===== src/rtl/div_ctrl_pkg.sv =====
// Shared types and constants for the DIV/DIVU controller.
package div_ctrl_pkg;

  localparam int DIV_RESULT_WD = 64;

  typedef enum logic [1:0] {
    DIV_FREE    = 2'b00,
    DIV_BY_ZERO = 2'b01,
    DIV_ON      = 2'b10,
    DIV_END     = 2'b11
  } div_state_e;

  function automatic logic [31:0] neg32(input logic [31:0] v);
    return ~v + 32'd1;
  endfunction

endpackage


===== src/rtl/div_step.sv =====
// One restoring shift-subtract iteration on a 65-bit {remainder, quotient} word.
module div_step (
  input  logic [64:0] pr_in,
  input  logic [31:0] divisor,
  output logic [64:0] pr_out
);

  logic [64:0] sh;
  logic [33:0] diff;
  logic        unused_msb;

  // The top bit never carries information: the remainder is always below the divisor.
  assign unused_msb = pr_in[64];
  assign sh         = {pr_in[63:0], 1'b0};
  assign diff       = {1'b0, sh[64:32]} - {2'b00, divisor};
  assign pr_out     = diff[33] ? sh : {diff[32:0], pr_in[30:0], 1'b1};

endmodule


===== src/rtl/div_ctrl.sv =====
// Multi-cycle DIV/DIVU controller: 32 restoring iterations, result held until start_i drops.
// Define DIV_SIGNED_EN to honour signed_i; otherwise every division is unsigned.
module div_ctrl
  import div_ctrl_pkg::*;
(
  input  logic                     clk,
  input  logic                     resetn,
  input  logic                     start_i,
  input  logic                     signed_i,
  input  logic [31:0]              opdata1_i,
  input  logic [31:0]              opdata2_i,
  input  logic                     annul_i,
  output logic [DIV_RESULT_WD-1:0] result_o,
  output logic                     ready_o,
  output logic                     stallreq_o
);

  div_state_e               state, state_nxt;
  logic [5:0]               cnt;
  logic [64:0]              pr, pr_nxt;
  logic [31:0]              dvsr;
  logic [DIV_RESULT_WD-1:0] res_q;
  logic [31:0]              op1_abs, op2_abs;
  logic [31:0]              quo, rem;
  logic                     accept, zero_div, last_step, load;

  assign accept    = start_i && !annul_i;
  assign zero_div  = (opdata2_i == 32'd0);
  assign last_step = (cnt == 6'd31);
  assign load      = (state == DIV_FREE) && accept && !zero_div;

  div_step u_step (
    .pr_in   (pr),
    .divisor (dvsr),
    .pr_out  (pr_nxt)
  );

`ifdef DIV_SIGNED_EN
  logic sgn1, sgn2, sgn1_q, sgn2_q;

  assign sgn1    = signed_i & opdata1_i[31];
  assign sgn2    = signed_i & opdata2_i[31];
  assign op1_abs = sgn1 ? neg32(opdata1_i) : opdata1_i;
  assign op2_abs = sgn2 ? neg32(opdata2_i) : opdata2_i;
  // Quotient sign is the XOR of operand signs; remainder follows the dividend.
  assign quo     = (sgn1_q ^ sgn2_q) ? neg32(pr_nxt[31:0]) : pr_nxt[31:0];
  assign rem     = sgn1_q ? neg32(pr_nxt[63:32]) : pr_nxt[63:32];

  always_ff @(posedge clk or negedge resetn) begin
    if (!resetn) begin
      sgn1_q <= 1'b0;
      sgn2_q <= 1'b0;
    end else if (load) begin
      sgn1_q <= sgn1;
      sgn2_q <= sgn2;
    end
  end
`else
  logic unused_signed;

  assign unused_signed = signed_i;
  assign op1_abs       = opdata1_i;
  assign op2_abs       = opdata2_i;
  assign quo           = pr_nxt[31:0];
  assign rem           = pr_nxt[63:32];
`endif

  always_ff @(posedge clk or negedge resetn) begin
    if (!resetn) state <= DIV_FREE;
    else         state <= state_nxt;
  end

  always_comb begin
    state_nxt = state;
    case (state)
      DIV_FREE:    if (accept) state_nxt = zero_div ? DIV_BY_ZERO : DIV_ON;
      DIV_BY_ZERO: state_nxt = annul_i ? DIV_FREE : DIV_END;
      DIV_ON: begin
        if (annul_i)        state_nxt = DIV_FREE;
        else if (last_step) state_nxt = DIV_END;
      end
      DIV_END:     if (annul_i || !start_i) state_nxt = DIV_FREE;
      default:     state_nxt = DIV_FREE;
    endcase
  end

  always_comb begin
    ready_o    = (state == DIV_END);
    result_o   = ready_o ? res_q : '0;
    stallreq_o = start_i & (state != DIV_END);
  end

  // Datapath: operand capture, iteration, and result capture on entry to END.
  always_ff @(posedge clk or negedge resetn) begin
    if (!resetn) begin
      cnt   <= 6'd0;
      pr    <= '0;
      dvsr  <= '0;
      res_q <= '0;
    end else begin
      case (state)
        DIV_FREE: if (load) begin
          cnt  <= 6'd0;
          pr   <= {33'd0, op1_abs};
          dvsr <= op2_abs;
        end
        DIV_BY_ZERO: res_q <= '0;
        DIV_ON: begin
          pr  <= pr_nxt;
          cnt <= cnt + 6'd1;
          if (last_step) res_q <= {rem, quo};
        end
        default: ;
      endcase
    end
  end

endmodule


===== config.mk =====
export PLATFORM = sky130hd
export DESIGN_NAME = div_ctrl
export DESIGN_NICKNAME = d
export VERILOG_FILES = /design/src/rtl/div_ctrl_pkg.sv /design/src/rtl/div_step.sv /design/src/rtl/div_ctrl.sv
export SDC_FILE = /design/constraint.sdc
export NUM_CORES = 1
export LEC_CHECK = 0
export BUFFER_PORTS_ARGS = -buffer_cell sky130_fd_sc_hd__buf_2
export CORE_UTILIZATION = 54
export CTS_CLUSTER_SIZE = 12
export DETAILED_ROUTE_END_ITERATION = 8
export GPL_TIMING_DRIVEN = 0
export PLACE_DENSITY = 0.86
export SYNTH_ARGS = -nofsm -noshare
export SYNTH_HDL_FRONTEND = slang
export SYNTH_SLANG_ARGS = --single-unit

===== constraint.sdc =====
create_clock -name clk -period 3.2 [get_ports clk]
set_input_delay 0.16 -clock clk [delete_from_list [all_inputs] [get_ports clk]]
set_output_delay 0.16 -clock clk [all_outputs]
set_load 0.01 [all_outputs]

==> reports/summary.md, run 1 <==
The worst hold path begins at opdata1_i[16]. Setup repair after global routing left no endpoint under its margin. At the worst endpoint, the required time is 3.52 ns. The run gives 1277 as the number of nets in the finished design. In the routed design, unresolved DRC markers number 0. In the finished design, the share of the clock period the worst path needs comes to 95.4%.

Summing all flip-flop and latch instances after layout gives 4200 µm². The instance count after placement with tap cells included came out at 1344. Among all stages on the critical path, the largest delay is contributed by fa_1.

The number of warnings reported in the yosys synthesis log was 0; the number of levels the H-tree was split into was 4. Before antenna repair, the detailed router went through 7 iterations. After filler insertion, the fill cell instance count of the layout stands at 1367. The tools report the placed wire-length estimate as 18100 µm. The floorplan step set the die height to 135 µm.

For the final cell area excluding filler cells, the log shows 11500 µm². During placement, the flow inserted port buffers numbering 133. The synthesis-to-layout area growth is 20.0%. Setup violations remaining at the end of the flow were counted as 0. Post-synthesis cell count: 985. The post-synthesis sequential element count is 168. The finished layout holds 1410 standard cells, fillers aside. Data arrives at the worst endpoint at 3.37 ns. The number of maximum-capacitance constraint violations is 0, and the count of antenna-violating nets left after detailed routing is 0.

After clock tree synthesis, the clock-pin slew on the worst setup and hold paths is 0.08 ns. The startpoint of the most critical register-to-register path is pr[31]. Ratio of total power to cell area: 1050 nW/µm². The via count normalized by instance count came out at 5.91. The slew at the pin with the worst max-slew slack came out at 0.754 ns. In this run the critical register-to-register path is captured at pr[50]. Leaving out fill and tap cells, the most frequent cell in the layout is dfrtp_1. The top cell types in the final layout, fill and taps aside, are 168 x dfrtp_1, 152 x buf_2, 115 x nand2_1. Between clock sinks in the finished design, the worst skew comes to 0.0118 ns. The area of the placeable core was 17300 µm²; the number of global-route vias before repair was 8223.

The floorplan has 48 rows. The run finished with clean final reports. After global routing the overflow that remains totals 0.

The initial antenna violation count was 0. The maximum root-to-sink buffer count came out at 2. Among all flip-flop cells after synthesis, the most frequent one is dfrtp_1. The tree built by TritonCTS fans out to 168 sinks.

For the maximum clock frequency, the log shows 327 MHz. The signal on the critical path passes through inv_1 -> ha_1 -> fa_1 -> nand2b_1 -> a211oi_1 -> nor2_1 -> o31ai_2 -> a21oi_1 -> xnor2_1 -> mux2i_1 -> o21ai_1. Counting cells, the worst reg-to-reg path comes to 11. For this configuration, the core starts out at a cell density of 55.3%. Routability-driven placement finished with a final weighted congestion of 0.915. The tools report the endpoint type of the worst setup path as a flop. The final period demand of the worst path was 3.05 ns. The average routed wire per standard cell works out to 17.9 µm.

The via total after detailed routing was 8334; the maximum fanout along the worst path was 3. The worst-case IR drop observed on VDD is 0.548 mV. The logs give 0 for the total count of hold-check failures in the final report and 0.15 ns for the worst setup slack for register-to-register paths. The logs give 40600 µm for the first-pass GRT wire length and 9570 µm² for the post-synthesis instance area. The critical path class was flop to flop. Floorplan die width: 135 µm.

The I/O pin count was 135. Endpoint of the worst hold-timing path: pr[16]. The tools report the buffer cell driving the clock tree root as clkbuf_16. The post-route netlist has 21.4% of its cells at a drive strength greater than 1.

The die covers 18300 µm². The share of synthesized registers carrying an async set or reset was 100%. For this design the static power due to leakage is 5.58 nW. The tools report the net count after synthesis as 1092. For the final max-slew violation count, the log shows 0. TritonCTS built the clock tree. For the total length of routed wires, the log shows 25300 µm. The logs give 10600 µm² for the area after detailed placement and 12.0 mW for the post-layout total power. OpenSTA, run right after detailed placement, puts the worst setup slack at 0.0591 ns. The final worst-path setup slack is 0.146 ns. The worst slew margin relative to its limit was 49.7%; the cell count of the worst hold path was 3.

The run gives 685 as the starting DRC count in detailed routing. The stage delay of the slowest cell on the critical path came out at 0.40 ns. The min-delay analysis places its worst path in the category input port to flop. Entering global routing, the biggest net connects 120 pins. Post-CTS timing repair inserted 0 buffers for setup. The number of flops mapped to enable cells by yosys was 0; the global-route total usage across every layer was 28.9%. TritonCTS created 17 clock buffers. In the final layout, the multi-input gates occupy 4890 µm².

At the later pin of the worst-skew pair, clock insertion delay measures 0.44 ns. Counting distinct cell types in the post-synthesis netlist gives 75. The run gives 0 ns as the post-route setup TNS.

The tools report the kind of start point of the critical path as a flop. After synthesis, the mean cell area works out to 9.71 µm². After synthesis, flip-flops and latches occupy 43.9% of the total area.
==> synth_stat cells (5+ instances only) <==
library cell    n  area share (%)
a211oi_1        5            0.39
a21o_1          7            0.55
a21oi_1        32             1.7
a22o_1         35             3.2
a22oi_1        16             1.3
a31oi_1        10            0.65
a32oi_1         8            0.73
and2_1         71             4.6
buf_2          20             1.0
buf_6           5            0.59
clkbuf_1       30             1.2
dfrtp_1       168              44
ha_1           37             4.8
inv_1          43             1.7
mux2_2         33             3.9
mux2i_1        57             6.0
nand2_1       115             4.5
nand2b_1        5            0.33
nand3_1        10            0.52
nand4_1        13            0.85
nor2_1         31             1.2
nor2b_1         5            0.33
nor3_1         10            0.52
nor4_1          8            0.52
o21ai_0        72             3.8
o21ai_1        42             2.2
xnor2_1        15             1.4
xor2_1          8            0.73
==> worst max path at each step <==
stage	slack [ns]	end	startpoint	cells past startpoint
global placement	-0.55	pr[51]	resetn	1
finish	0.15	pr[50]	pr[31]	11
detailed placement	0.06	res_q[51]	cnt[0]	9
global route	0.01	pr[50]	pr[31]	11
floorplan	0.65	res_q[56]	pr[31]	11
CTS	0.02	pr[54]	opdata2_i[10]	12
==> state kept, by name (all words and copies together), names as in the netlist <==
signal	cells
pr	64
state	2
res_q	64
cnt	6
dvsr	32
==> metrics by stage <==
step	hold slack, ns	util [%]
global route	0.00904	66.4
finish	0.00587	66.4
floorplan	-0.136	-
detailed placement	0.0897	61.0
CTS	0.00181	66.3
global placement	0.407	60.8
==> routing by layer <==
metal,vias to the layer above,routed length (µm),part of all wire [%],global-route usage (%)
met5,-,0,0,0
met4,0,778,3.1,13.2
met2,327,12100,48,46.8
met3,68,1570,6.2,5.71
met1,4037,10900,43,37.5
li1,3902,-,-,-
==> repair_timing <==
item                       4_1_cts  5_1_grt
cloned                           0        0
hold endpoints to repair        80        0
hold buffers                    32        0
gates resized for setup          1        4
setup endpoints to repair        2       14
==> critical path, delay by kind of cell, from the launching register on <==
| family | cells | cell delay [ns] |
|---|---|---|
| adders and majority gates | 2 | 0.62 |
| xor gates and xnor gates | 1 | 0.15 |
| AOI/OAI and AO/OA | 4 | 1.04 |
| buffers and inverters | 1 | 0.06 |
| DFF | 1 | 0.36 |
| muxes | 1 | 0.31 |
| and+or+nand+nor | 2 | 0.39 |
==> final cells by class <==
type | count | area share, %
tap | 225 | 2.45
sequential | 168 | 36.6
inverter | 43 | 1.41
clock inverter | 15 | 1.48
clock buffer | 17 | 3.70
multi-input combinational | 711 | 42.6
timing repair buffer | 166 | 8.91
antenna | 2 | 0.0436
buffer | 63 | 2.80
==> power by group <==
group          internal, mW  total, mW  leakage (nW)  switching [mW]
Combinational          2.67       6.70          3.10            4.03
Sequential             2.75       3.25          2.19           0.504
Clock                  1.06       2.07         0.293            1.01
Total                  6.47       12.0          5.58            5.55
==> kinds of logic (layout without fill, tap and decap cells) <==
| group | Yosys count | count (layout) | share of synthesized area, % |
|---|---|---|---|
| simple gates | 286 | 286 | 15.0 |
| compound gates | 272 | 272 | 18.8 |
| flops | 168 | 168 | 43.9 |
| buf+inv | 106 | 304 | 5.02 |
| mux | 92 | 92 | 10.2 |
| fa+ha+maj | 38 | 38 | 5.05 |
| xor+xnor | 23 | 23 | 2.11 |
| other cells | 0 | 2 | 0 |
Power figures use the tool's default switching activity.
==> run 2: changes to the inputs <==
- ABC_AREA: default -> 1
- PLACE_DENSITY: 0.86 -> 0.85
- REMOVE_ABC_BUFFERS: default -> 1
- clock period: 3.2 -> 3.9 ns (I/O delays scaled with it)
==> run 2 against run 1 <==
Against the previous run: design area increased by 4.9%; routed wire length grew 3.9%; first-iteration DRC count grew 17%; clock skew decreased by 0.0047 ns; via count rose by 19%; critical path depth rose by 1; core utilization shrank 2.6 points; register-to-register slack improved by 0.096 ns; sequential power decreased by 16%; clock power down 20%; sequential share of layout area down 1.7 points; combinational power is 13% lower; critical endpoint is now pr[39]; largest power group unchanged.
==> reports/summary.md, run 2 <==
The arrival time at the worst endpoint came out at 4.03 ns (+0.66 ns). The effective utilization at floorplan is 55.6% (+0.27 points). For the fraction of the yosys area taken by sequential cells, the log shows 40.0% (-3.9 points). The fraction of synthesized cell area taken by the top area cell type works out to 40.0% (-3.9 points). First-pass GRT wire length: 43800 µm (+7.9%). The cell count of the worst hold path was 3 (unchanged); the largest voltage drop on the vdd net was 0.421 mV (-23%). The logs give 0.242 ns (+0.0960 ns) for the final worst-path setup slack and 4940 µm² (+0.97%) for the combined area of the multi-input logic cells. For the count of antenna-violating nets left after detailed routing, the log shows 0 (unchanged).

Initial antenna violation count: 0 (unchanged). Walking the worst path, the cells encountered are inv_1 -> ha_1 -> inv_1 -> nor2_1 -> nand2_2 -> buf_12 -> nand2_2 -> buf_12 -> inv_4 -> nor2_2 -> nand3_1 -> nand2_1. The library cells used most frequently in the layout, excluding fill and tap cells, are 636 x nand2_1, 287 x inv_1, 168 x dfrtp_1.

The cell family contributing the most delay on the critical path is simple AND/OR/NAND/NOR gates. Area of the placeable core: 18900 µm² (+9.2%). The worst setup path is launched from a flop.

For the total setup violations reported at the end of the flow, the log shows 0 (unchanged). The run finished with clean final reports. The via total after detailed routing was 9910 (+19%). The number of cells on the worst reg-to-reg path was 12 (+1).

The overall die height is 141 µm (+4.7%). The total congestion overflow after global routing was 0 (unchanged). The maximum clock frequency is 273 MHz (-17%), and the register area is 4200 µm² (unchanged). The distinct cell type count after synthesis was 35 (-53%). Final period utilization: 93.8% (-1.6 points).

The run gives 0 (unchanged) as the DRC violation count after routing. The setup slack after placement was -0.761 ns (-0.820 ns); the maximum root-to-sink buffer count was 2 (unchanged). The largest registers in the layout are pr x64, res_q x64, dvsr x32.

Endpoint type of the worst setup path: a flop. The TritonCTS sink count is 168 (unchanged). Setup repair after global routing left no endpoint under its margin. The post-layout total power is 10.2 mW (-15%). The maximum fanout along the worst path was 70 (+67); the post-route setup TNS was 0 ns (unchanged). The floorplan die width was 141 µm (+4.7%); the routability congestion estimate was 0.973 (+6.4%). The maximum number of pins on one net before global-route repair is 117 (-2.5%).

TritonCTS built the clock tree. The final period demand of the worst path came out at 3.66 ns (+0.604 ns). Total count of hold-check failures in the final report: 0 (unchanged). The tools report the worst flop-to-flop path endpoint as pr[39]. The average routed wire per standard cell came out at 13.5 µm (-25%). The logs give 27.7% (-1.2 points) for the global-route total usage across every layer and 7.31 nW (+31%) for the leakage power figure. The tools report the number of search-and-repair iterations in the first detailed-routing pass as 5 (-2).

Leaving out fill and tap cells, the most frequent cell in the layout is nand2_1. The tools report the instance count after placement with tap cells included as 1918 (+43%). Number of global-route vias before repair: 9383 (+14%). The post-synthesis sequential element count is 168 (unchanged), and the row count is 50 (+4.2%). The logs give 19400 µm (+7.7%) for the placed wire-length estimate and 0 (unchanged) for the final max-slew violation count. For the number of levels the H-tree was split into, the log shows 4 (unchanged).

Die area: 20000 µm² (+9.6%). The via count normalized by instance count came out at 5.07 (-14%). The fraction of layout cells with a size suffix above 1 was 12.3% (-9.1 points). The run gives 0.24 ns (+0.10 ns) as the worst setup slack for register-to-register paths. The count of buffers from port buffering works out to 133 (unchanged). The tightest min-delay check is of the input port to flop type.

The largest total area in the synthesized netlist belongs to dfrtp_1. The number of clock buffers inserted by TritonCTS was 17 (unchanged); the setup fix buffers added after clock tree synthesis was 0 (unchanged). The stage delay of the slowest cell on the critical path is 0.69 ns (+0.29 ns).

The run gives 26300 µm (+3.9%) as the total length of routed wires. The final cell count without fillers was 1954 (+39%). Counting instances in the post-synthesis netlist gives the leading cell types as 638 x nand2_1, 287 x inv_1, 168 x dfrtp_1, 96 x nand3_1.

The worst hold path begins at opdata1_i[5]. Number of fill cells: 1732 (+27%). The CTS clock-pin slew for the worst setup and hold paths is 0.07 ns (about the same), and the instance count on the critical path is 12 (+1). The tools report the I/O pin count as 135 (unchanged). The required time reported for the critical path endpoint was 4.27 ns (+0.75 ns). By area the synthesized netlist is led by dfrtp_1 40%, nand2_1 23%, inv_1 10%.

The number of flops mapped to enable cells by yosys was 0 (unchanged). The ratio of total power to cell area was 846 nW/µm² (-19%). Critical path's slowest cell: nor2_2. The tools report the number of maximum-capacitance constraint violations as 0 (unchanged).

The share of synthesized registers carrying an async set or reset was 100% (unchanged). The tools report the starting DRC count in detailed routing as 801 (+17%). The number of warnings reported in the yosys synthesis log is 0 (unchanged). The slew at the pin with the worst max-slew slack was 1.01 ns (+0.258 ns); the synthesis-to-layout area growth was 14.7%. The antenna cell count came out at 0 (-2). In this run the critical register-to-register path is launched from state[0]. Number of buffer and inverter instances along the worst setup path: 5 (+4). CTS placed an instance of clkbuf_16 at the clock tree root. Cell with the most instances after synthesis: nand2_1. The mean area per synthesized cell works out to 6.66 µm² (-31%). The clock latency of the later-clocked register in the worst-skew pair is 0.43 ns (about the same). Among all flip-flop cells after synthesis, the most frequent one is dfrtp_1.

The critical path class is flop to flop. For hold timing, the worst endpoint is pr[5]. The end-of-flow core utilization came out at 63.8% (-2.6 points). The post-synthesis instance area was 10500 µm² (+9.8%); the post-synthesis cell count was 1576 (+60%). The number of nets in the finished design is 1788 (+40%), and the worst clock skew is 0.00710 ns (-0.00470 ns).

The run gives 32.3% (-17 points) as the worst slew margin relative to its limit.
run 2: cell count changes in the layout (fill, tap and decap cells not counted), moves of 33 or more:
| cell | change |
|---|---|
| nand3_1 | +86 |
| nor2_1 | +34 |
| mux2_2 | -33 |
| mux2i_1 | -57 |
| inv_1 | +244 |
| nand2_1 | +521 |
| and2_1 | -67 |
| o21ai_1 | -41 |
| a22o_1 | -35 |
run 2: per-stage QoR:
| step | hold slack, ns | instance area, µm² |
|---|---|---|
| 6_report | 0.0106 | 12000 |
| 5_1_grt | 0.00999 | 12000 |
| 4_1_cts | 0.00183 | 12000 |
| 3_5_place_dp | 0.121 | 11400 |
| 3_3_place_gp | 0.432 | 11200 |
| 2_1_floorplan | -0.101 | 10200 |
run 2: worst max-delay path by stage:
stage                      start   endpoint
global placement        state[0]  res_q[53]
CTS                     state[0]     pr[39]
detailed placement  opdata2_i[6]     pr[39]
finish                  state[0]     pr[39]
global route            state[0]     pr[46]
floorplan               state[0]  res_q[32]
run 2: cells by family after synthesis:
logic type                 Yosys count  share of synthesized area [%]
xor gates and xnor gates            16                           1.33
DFF                                168                           40.0
adders and majority gates           38                           4.60
and+or+nand+nor                    870                           34.0
buffers and inverters              355                           13.1
AOI/OAI and AO/OA                  129                           6.91
run 2: final cells by class:
| class | instances | share of cell area [%] |
|---|---|---|
| clock buffers | 19 | 3.59 |
| clock inverters | 13 | 1.10 |
| inverters | 296 | 9.24 |
| multi-input cells | 1053 | 41.0 |
| flip-flops and latches | 168 | 34.9 |
| well taps | 260 | 2.70 |
| repair buffers | 145 | 7.46 |
run 2: worst reg2reg max path: stages (launching register included):
cell     delay [ns]
dfrtp_1        0.41
inv_1          0.13
ha_1           0.19
inv_1          0.09
nor2_1         0.13
nand2_2        0.32
buf_12         0.31
nand2_2        0.46
buf_12         0.28
inv_4          0.27
nor2_2         0.72
nand3_1        0.19
nand2_1        0.09
run 2: metal layers:
layer,global-route usage [%],wire (µm),vias to the layer above
met5,0,0,-
met4,10.7,700,0
met3,4.02,1480,55
met2,46.0,12100,302
met1,36.6,12000,4525
li1,-,-,5028
run 2: where the power goes:
part	internal (mW)	switching, mW
combinational	1.86	3.95
sequential	2.35	0.370
clock	0.898	0.765
run 2: repair_timing:
item,CTS,global route
setup endpoints to repair,14,0
gates resized for setup,2,0
hold buffers,4,0
endpoints found under the hold margin,55,0
==> run 3: changes to the inputs <==
- BUFFER_PORTS_ARGS: -buffer_cell sky130_fd_sc_hd__buf_2 -> default
- DONT_BUFFER_PORTS: default -> 1
- PLACE_DENSITY: 0.85 -> 0.79
==> run 3 against run 2 <==
Against the previous run: the flow now finishes with violations (negative hold slack); die area is the same; sequential cell count did not move; critical path depth is 5 lower; critical path type unchanged; critical endpoint is now res_q[44].
==> reports/summary.md, run 3 (same netlist as run 2, synthesis figures left out) <==
Grouping stages by cell kind, the critical path spends the most delay in buffers and inverters. Total length of routed wires: 27100 µm (+3.0%). The effective utilization at floorplan was 55.6% (unchanged); the TritonCTS sink count was 168 (unchanged). The average routed wire per standard cell is 14.4 µm (+7.1%).

The logs give -0.561 ns (-0.571 ns) for the final hold slack and 0 (unchanged) for the setup fix buffers added after clock tree synthesis. STA classifies the critical path endpoint as a flop. The tools report the internal power component as 5.05 mW (-1.2%).

TritonCTS built the clock tree. The post-cts hold buffer count came out at 64 (+60). The maximum root-to-sink buffer count is 2 (unchanged), and the slew at the pin with the worst max-slew slack is 1.00 ns (-0.0104 ns).

The library cell used most frequently in the layout, excluding fill and tap cells, is nand2_1. The count of buffers from port buffering was 0 (-100%); the area after detailed placement was 10700 µm² (-6.4%). The required time reported for the critical path endpoint was 4.23 ns (-0.04 ns). The instance count after placement with tap cells included came out at 1783 (-7.0%). The combined area of the multi-input logic cells was 4950 µm² (+0.28%). The run gives 0.44 ns (about the same) as the clock latency of the later-clocked register in the worst-skew pair. The tools report the number of nets in the finished design as 1714 (-4.1%). The number of search-and-repair iterations in the first detailed-routing pass is 5 (unchanged), and the sequential fraction of design power is 26.9% (+0.2 points). The flow ran to the end, but the final reports show violations. The tools report the row count as 50 (unchanged). Compared with the post-synthesis result, the final layout area differs by 13.8%. The run gives 0.494 ns (+0.251 ns) as the final worst-path setup slack. The maximum clock frequency is 294 MHz (+7.4%). The I/O pin count was 135 (unchanged); the largest voltage drop on the vdd net was 0.454 mV (+7.9%).

The largest registers in the layout are pr x64, res_q x64, dvsr x32. The number of fill cells was 1752 (+1.2%); the maximum fanout along the worst path was 29 (-59%). The setup slack after placement is -0.504 ns (+0.257 ns).

Via count normalized by instance count: 5.14 (+1.3%). The part of the power in combinational logic was 56.5% (-0.5 points); the floorplan die width was 141 µm (unchanged). Global-route total usage across every layer: 28.1% (+0.46 points). The checks that failed: negative hold slack.

The tools report the total setup violations reported at the end of the flow as 0 (unchanged). The run gives 565 (-29%) as the starting DRC count in detailed routing. The worst clock skew is 0.0114 ns (+0.00433 ns). For the first-pass GRT wire length, the log shows 44300 µm (+1.0%).

The via total after detailed routing is 9662 (-2.5%). For the antenna cell count, the log shows 0 (unchanged). Number of clock buffers inserted by TritonCTS: 17 (unchanged). The critical path's slowest cell was a21oi_4. For the total congestion overflow after global routing, the log shows 0 (unchanged).

The final period utilization came out at 87.3% (-6.4 points). The worst register-to-register path ends at res_q[44]. The fraction of layout cells with a size suffix above 1 works out to 4.69% (-7.6 points).

Setup repair after global routing left no endpoint under its margin. The logs give 6.92 nW (-5.4%) for the leakage power figure and 168 (+168) for the total count of hold-check failures in the final report. The number of levels the H-tree was split into was 4 (unchanged). The DRC violation count after routing was 0 (unchanged).

For the placed wire-length estimate, the log shows 18600 µm (-4.2%). The number of cells on the worst reg-to-reg path is 7 (-5), and the register area is 4200 µm² (unchanged). Final max-slew violation count: 0 (unchanged).

Counting stages on the worst path, the most repeated cell is inv_1. The tools report the end-of-flow core utilization as 63.3% (-0.50 points). The maximum number of pins on one net before global-route repair is 169 (+44%). The final period demand of the worst path works out to 3.41 ns (-0.251 ns). The critical path class was flop to flop.

The logs give 0.971 (-0.30%) for the routability congestion estimate and 1880 (-3.8%) for the final cell count without fillers. The worst register-to-register path begins at state[0]. The area of the placeable core is 18900 µm² (unchanged), and the initial antenna violation count is 0 (unchanged). The number of buffer and inverter instances along the worst setup path came out at 3 (-2). The ratio of total power to cell area is 850 nW/µm² (+0.48%). The tools report the kind of start point of the critical path as a flop.

The worst slew margin relative to its limit was 33.0% (+0.70 points); the post-layout total power was 10.2 mW (-0.32%). The CTS clock-pin slew for the worst setup and hold paths was 0.07 ns (about the same). The run gives 3.73 ns (-0.30 ns) as the arrival time at the worst endpoint. The top cell types in the final layout, fill and taps aside, are 636 x nand2_1, 287 x inv_1, 168 x dfrtp_1. The tools report the final cell area excluding filler cells as 12000 µm² (-0.79%). Walking the worst path, the cells encountered are inv_1 -> ha_2 -> inv_1 -> a21oi_4 -> inv_1 -> nand4_1 -> nand2_1. The switching part of the total power came out at 50.3% (+0.45 points). Buffer cell driving the clock tree root: clkbuf_16.

The min-delay analysis places its worst path in the category input port to asynchronous set/reset pin. The tools report the number of maximum-capacitance constraint violations as 0 (unchanged). The logs give 16.6% (+0.3 points) for the share of total power in the clock network and 5.12 mW (+0.58%) for the net load switching power. The stage delay of the slowest cell on the critical path is 0.64 ns (-0.05 ns), and the worst setup slack for register-to-register paths is 0.49 ns (+0.25 ns). For the count of antenna-violating nets left after detailed routing, the log shows 0 (unchanged).

The tools report the die area as 20000 µm² (unchanged). The tools report the number of global-route vias before repair as 9319 (-0.68%). The overall die height was 141 µm (unchanged).
==> run 3: layout make-up <==
| class | count | area share [%] |
|---|---|---|
| multi-input combinational | 1054 | 41.5 |
| clock inverter | 13 | 1.12 |
| tap | 260 | 2.72 |
| sequential | 168 | 35.2 |
| inverter | 296 | 9.32 |
| timing repair buffer | 70 | 6.43 |
| clock buffer | 19 | 3.79 |
==> run 3: worst max-delay path by stage <==
stage,from,end,slack (ns),cells past startpoint
2_1_floorplan,state[0],res_q[32],-1.63,7
3_3_place_gp,state[0],res_q[54],-5.19,7
3_5_place_dp,opdata2_i[6],pr[48],-0.50,11
4_1_cts,state[0],pr[35],0.06,11
5_1_grt,state[0],res_q[53],0.27,7
6_report,state[0],res_q[44],0.49,7
==> run 3: power groups by stage <==
stage,logic [mW],clock network [mW],registers (mW)
after global placement,5.36,0,2.72
after CTS,5.68,1.70,2.72
after global routing,6.52,1.79,2.80
after detailed placement,5.57,0,2.75
after floorplan,4.17,0,2.65
final,5.75,1.69,2.73
==> run 3: repair_timing <==
item / CTS / global route
gates cloned: 0 / 1
setup endpoints to repair: 14 / 15
resized for setup: 1 / 3
pin swaps: 0 / 1
hold endpoints to repair: 232 / 168
==> run 3: metal layers <==
metal | vias up | routed length, µm | GRT usage, %
met5 | - | 0 | 0
li1 | 4885 | - | -
met4 | 0 | 735 | 9.62
met1 | 4442 | 12400 | 36.5
met3 | 53 | 1420 | 4.83
met2 | 282 | 12500 | 47.6
==> run 3: per-stage QoR <==
stage / TNS [ns] / hold slack [ns]
floorplan: -78.07 / -0.101
global placement: -408.28 / -0.0975
CTS: 0 / -0.564
global route: 0 / -0.576
detailed placement: -6.76 / -0.0973
finish: 0 / -0.561
==> run 3: worst register-to-register path: stages, from the launching register on <==
cell and delay (ns):
dfrtp_1 0.41, inv_1 0.14, ha_2 0.60, inv_1 0.61, a21oi_4 0.64, inv_1 0.54, nand4_1 0.29, nand2_1 0.07
